$ cat src/rtl/aes_round_ctrl.sv
// AES-128 iterative round scheduler: whitening on accept, one external round per cycle,
// final state held on text_o until the consumer takes it.
module aes_round_ctrl #(
  parameter int unsigned NR = 10
) (
  input  logic         clk,
  input  logic         rst,
  input  logic         in_valid,
  output logic         in_ready,
  input  logic [127:0] text_i,
  input  logic [127:0] key_i,
  output logic         out_valid,
  input  logic         out_ready,
  output logic [127:0] text_o,
  output logic [127:0] dp_state_o,
  output logic [127:0] dp_key_o,
  output logic         dp_final_o,
  output logic [3:0]   dp_round_o,
  input  logic [127:0] dp_result_i,
  output logic [127:0] ks_key_o,
  output logic [7:0]   ks_rcon_o,
  input  logic [127:0] ks_next_i
);

  typedef enum logic [1:0] {IDLE, ROUND, DONE} fsm_e;

  fsm_e         fsm_q, fsm_d;
  logic [127:0] state_q, state_d;
  logic [127:0] key_q, key_d;
  logic [127:0] text_q, text_d;
  logic [3:0]   round_q, round_d;
  logic [7:0]   rcon_q, rcon_d;
  logic         last_round;

  function automatic logic [7:0] xtime(input logic [7:0] b);
    return {b[6:0], 1'b0} ^ (b[7] ? 8'h1B : 8'h00);
  endfunction

  assign last_round = (round_q == 4'(NR));

  always_comb begin
    fsm_d   = fsm_q;
    state_d = state_q;
    key_d   = key_q;
    text_d  = text_q;
    round_d = round_q;
    rcon_d  = rcon_q;
    case (fsm_q)
      IDLE: if (in_valid) begin
        state_d = text_i ^ key_i;
        key_d   = key_i;
        round_d = 4'd1;
        rcon_d  = 8'h01;
        fsm_d   = ROUND;
      end
      ROUND: begin
        state_d = dp_result_i;
        key_d   = ks_next_i;
        rcon_d  = xtime(rcon_q);
        round_d = round_q + 4'd1;
        if (last_round) begin
          text_d  = dp_result_i;
          round_d = 4'd0;
          fsm_d   = DONE;
        end
      end
      DONE: if (out_ready) fsm_d = IDLE;
      default: fsm_d = IDLE;
    endcase
  end

  always_ff @(posedge clk) begin
    if (rst) begin
      fsm_q   <= IDLE;
      state_q <= '0;
      key_q   <= '0;
      text_q  <= '0;
      round_q <= '0;
      rcon_q  <= 8'h01;
    end else begin
      fsm_q   <= fsm_d;
      state_q <= state_d;
      key_q   <= key_d;
      text_q  <= text_d;
      round_q <= round_d;
      rcon_q  <= rcon_d;
    end
  end

  // Everything handed to the datapath comes from registers; only dp_key_o is a passthrough.
  assign in_ready   = (fsm_q == IDLE);
  assign out_valid  = (fsm_q == DONE);
  assign text_o     = text_q;
  assign dp_state_o = state_q;
  assign ks_key_o   = key_q;
  assign ks_rcon_o  = rcon_q;
  assign dp_key_o   = ks_next_i;
  assign dp_round_o = (fsm_q == ROUND) ? round_q : 4'd0;
  assign dp_final_o = (fsm_q == ROUND) && last_round;

endmodule

$ cat config.mk
export PLATFORM = sky130hd
export DESIGN_NAME = aes_round_ctrl
export DESIGN_NICKNAME = d
export VERILOG_FILES = /design/src/rtl/aes_round_ctrl.sv
export SDC_FILE = /design/constraint.sdc
export NUM_CORES = 1
export LEC_CHECK = 0
export ABC_CLOCK_PERIOD_IN_PS = 1550
export CAP_MARGIN = 20
export CORE_AREA = 2 2 408 410
export CTS_CLUSTER_DIAMETER = 50
export DETAILED_ROUTE_END_ITERATION = 8
export DIE_AREA = 0 0 410 412
export PLACE_DENSITY_LB_ADDON = 0.1
export SLEW_MARGIN = 20
export SYNTH_ARGS = -nofsm -noshare
export SYNTH_HDL_FRONTEND = slang
export SYNTH_SLANG_ARGS = --single-unit
export TNS_END_PERCENT = 5
$ cat constraint.sdc
create_clock -name clk -period 1.55 [get_ports clk]
set_input_delay 0.155 -clock clk [delete_from_list [all_inputs] [get_ports clk]]
set_output_delay 0.155 -clock clk [all_outputs]
set_load 0.1 [all_outputs]
[Word level (Yosys, flattened, before mapping)]
Index checks and enable logic that the tools add are counted.
W data, S select, Z words.
Storage, ports and cells
  flip-flop bits (word level): 398
  input bits: 516
  word-level logic and storage cells: 36
Operators by class
  add/subtract/negate cells: 1
  eq/ne operators: 6
  multiplexer cells: 15
  bitwise logic cells: 2
  reduce and logical (&&, ||, !) cells: 6
Operators with widths (number)
  $pmux W128 S2: 2
  $mux W128: 2
  $xor A128 B128 Y128: 1
  $pmux W8 S2: 1
  $mux W4: 3
  $mux W8: 1
  $pmux W4 S2: 1
  $xor A8 B5 Y8: 1
  $mux W2: 3
  $pmux W2 S3: 1
  $mux W5: 1
  $add A4 B1 Y4 const B: 1
  $eq A4 B4 Y1 const B: 1
  $ne A2 B2 Y1 const B: 2
  $reduce_and A2 Y1: 2
  $reduce_and A3 Y1: 1
  $eq A2 B1 Y1 const B: 1
  $eq A2 B2 Y1 const B: 1
  $logic_not A2 Y1: 1
  $ne A2 B1 Y1 const B: 1
  $reduce_bool A2 Y1: 1
  $logic_and A1 B1 Y1: 1

[Logic depth before layout (Yosys ltp)]
  depth after elaboration: 3
  mapped depth: 7
  depth with buffers taken out: 5

[Worst setup path before layout]
Ideal clock, no wire load.
  path type: reg-to-reg
  from: register fsm_q[0]
  to: register fsm_q[1]
  library setup time: 0.059 ns
  arrival time: 2.327 ns
  required time: 1.491 ns
  setup slack: -0.835 ns
  cell stages (with the launch flop): 6
  path buffers: 2
  period minus slack after synthesis: 2.385 ns
  cell sequence: dfxtp_1 > buf_2 > buf_2 > nor2b_1 > nor2b_1 > o21a_1
Between the ends
  word-level cells in the longest chain between the ends: 3
  elaborated cells on any way between the ends: 8
  those cells by class: 5 x eq/ne; 1 x mux; 2 x reduce/logical
RTL lines
  start: declaration: line 27  | fsm_e fsm_q, fsm_d;
  start signal: assignment: line 81  | fsm_q <= fsm_d;
  $eq A2 B2 Y1 *
  named net out_valid: line 12  | output logic out_valid,
  $ne A2 B1 Y1 (no source line)
  $reduce_and A3 Y1 (no source line)
The timed path passes the listed nets; every way through them passes the cells marked *.
A chain may end at the register's enable or synchronous reset.

[Worst setup path in the final report]
  from: register round_q[0]
  to: output port dp_final_o
Between the ends
  word-level cells in the longest chain between the ends: 2
RTL lines
  start: declaration: line 31  | logic [3:0] round_q, round_d;
  start signal: assignment: line 85  | round_q <= round_d;
  $eq A4 B4 Y1: line 39  | assign last_round = (round_q == 4'(NR));
  $logic_and A1 B1 Y1: line 99  | assign dp_final_o = (fsm_q == ROUND) && last_round;
  end: declaration: line 17  | output logic dp_final_o,
No other way between the ends.

==> reports/results.txt <==
Root Driver -> clkbuf_16
Fmax -> 0.4608 GHz
Leak -> 15.85 nW
Clock buffer depth -> 3
Worst Setup Path Type -> reg -> out
Initial Util -> 11.34%
Period utilization -> 140.0%
Row Count -> 149
CP Launch Type -> flip-flop
Antenna-violating nets left -> 0
First-pass DRT Iterations -> 4
Flop-to-flop setup slack -> -0.55 ns
Fin worst setup slack -> -0.6203 ns
Initial antenna violation count -> 11
Synthesis Warnings -> 0
Synth Instances -> 2035
WL final -> 126500 microns
Most common cell after layout, fill and taps aside -> buf_12
Layout cell share with drive strength beyond 1 -> 35.94%
Die area -> 0.1689 sq mm
Iter 0 DRT Violations -> 851
Clock sink count -> 398
Fin. Hold Viols -> 0
Syn-to-layout area delta -> 123.6%
Htree depth -> 3
Clock skew -> 0.03590 ns
CTS tree -> done
Failing checks -> setup timing
Final instance area -> 0.04164 sq mm
Core area -> 0.1642 sq mm
Total gr overflow -> 0
Min Tclk post-route -> 2.170 ns
Vias -> 19004
Clock buffer count from CTS -> 91
First-pass GRT wire length -> 169800 microns
Synth Register Bits -> 398
Max-cap violations -> 0
Hold Crit Class -> in -> reg
Worst-path fanout max -> 2
Most frequent cells in the layout -> 572 x buf_12, 514 x clkdlybuf4s50_1, 380 x dfxtp_1
Slew Limit Fails -> 0
Slew at the pin closest to its max-slew limit -> 0.5475 ns
Avg Cell Area, Syn -> 9.151 sq um
Routability cong. -> 0.8092
Relative slew slack -> 63.50%
Drt wl/cell -> 23.48 microns
Yosys top cell area share -> 42.79%
Largest net degree at the start of global routing -> 82
Reg clk slew, reported paths -> 0.05 ns
Maximum vdd drop -> 723.8 uV
Worst skew pair latency -> 0.67 ns
Post-DP Area -> 0.03745 sq mm
Register area share after synthesis -> 42.79%
Leading area contributor after synthesis -> dfxtp_1
Pwr Density -> 1106 mW/mm^2
DP HPWL -> 102300 microns
Critical Path End Type -> primary output
DRC viols -> 0
Total GRT Usage -> 14.38%
Crit path required time -> 1.39 ns
Synth area leaders -> dfxtp_1 43%, o221a_2 7.7%, a221o_1 6.9%
Die height -> 412 microns
Cell Area, Synth -> 0.01862 sq mm
I/O pins -> 1043
Port bufs -> 1042
Final Power -> 0.04606 W
Vias in the first global route -> 20370
Chip width -> 410 microns
Critical Path AT -> 2.02 ns
Synth unique cells -> 38
Drt via density -> 3.528
Synth Net Count -> 2553
Final #Nets -> 3629
Endpoints failing setup -> 302
RSZ-0062 raised after global routing -> yes
Status -> finished, violations left
-- final cells by class --
class,count,area (sq um)
Sequential cell,398,8000
Antenna cell,11,27.53
Multi-Input combinational cell,1331,9169
Timing Repair Buffer,1285,18510
Inverter,4,22.52
Fill cell,17271,122600
Clock inverter,42,554.3
Tap cell,2189,2739
Clock buffer,126,2613
-- cells by family (layout without fill, tap and decap cells) --
kind of cell,after synthesis,in the layout,synth area share [%]
AO/OA/AOI/OAI,399,399,18.66
flip-flops,398,398,42.79
other,0,11,0
multiplexers,129,129,6.941
AND/OR/NAND/NOR,670,670,15.58
XOR/XNOR,131,131,6.161
buffers and inverters,306,1457,9.736
adder cells (fa/ha/maj),2,2,0.1344
-- final timing paths --
path                                      start         end  cells past startpoint
worst min register to register       text_o[17]  text_o[17]                      2
worst min-delay path            dp_result_i[84]  text_o[84]                      3
worst max register to register       round_q[0]  text_o[47]                     13
worst max-delay path                 round_q[0]  dp_final_o                      7
-- synthesized netlist by cell type --
cell and instances:
and2_1 4, inv_1 3, nand4_1 1, mux2_2 1, and4_1 1, dfxtp_1 398
nand3b_1 1, ha_1 2, a22oi_1 7, nor3b_1 3, buf_6 14, nor3_1 1
and3_1 1, nand2_1 258, nor3b_2 1, or4b_4 1, inv_2 1, nor2b_1 130
buf_4 137, buf_1 12, clkbuf_1 103, o2bb2ai_1 1, o22ai_1 1, a211o_1 1
o21bai_1 1, nor2_1 266, buf_2 36, nand4b_1 1, a221o_1 128, o221a_2 128
o21ai_0 1, nand3_1 1, mux2i_1 128, xor2_1 3, o21a_1 1, o21ba_2 1
xnor2_1 128, a21oi_1 129
-- metrics by stage --
step	TNS [ns]	setup WS, ns	utilization (%)	hold slack (ns)	cells
after floorplan	-2.115	-0.1785	-	0.2940	2035
after global placement	-156.84	-0.5855	22.80	0.4785	5174
after detailed placement	-159.27	-0.6113	22.80	0.4828	5174
after CTS	-81.31	-0.7265	25.23	0.0008928	5371
after global routing	-94.67	-0.7249	25.35	0.03966	5384
final	-78.22	-0.6203	25.35	0.08344	5386
-- worst max-delay path: stages, from the launching register on --
cell and delay [ns]:
dfxtp_2 0.32, inv_2 0.07, ha_4 0.13, nand4b_1 0.20, nor2_4 0.20, buf_12 0.15, buf_12 0.11, buf_16 0.16
-- repair_timing --
action	CTS	global route
endpoints found under the setup margin	317	335
hold buffers	2	0
buffers inserted	21	4
resized for setup	131	32
cloned	6	1
pin swaps	13	8
hold endpoints to repair	2	0
-- power breakdown --
group          internal [W]  total [W]  switching [W]
clock                0.0133     0.0201        0.00682
combinational       0.00566     0.0144        0.00872
sequential           0.0109     0.0116       0.000708
-- state kept, by name (all words and copies together), names as in the netlist --
name        cells
round_q         4
ks_key_o      128
text_o        128
dp_state_o    128
ks_rcon_o       8
fsm_q           2
-- routing by layer --
layer / wire length, microns / vias to the layer above / GRT usage (%) / part of all wire [%]
met3: 8618 / 160 / 4.841 / 6.8
li1: - / 9216 / - / -
met2: 64850 / 620 / 25.42 / 51
met4: 4030 / 2 / 5.052 / 3.2
met1: 48950 / 9006 / 15.99 / 39
met5: 19 / - / 0 / 0.015
Power figures use the tool's default switching activity.
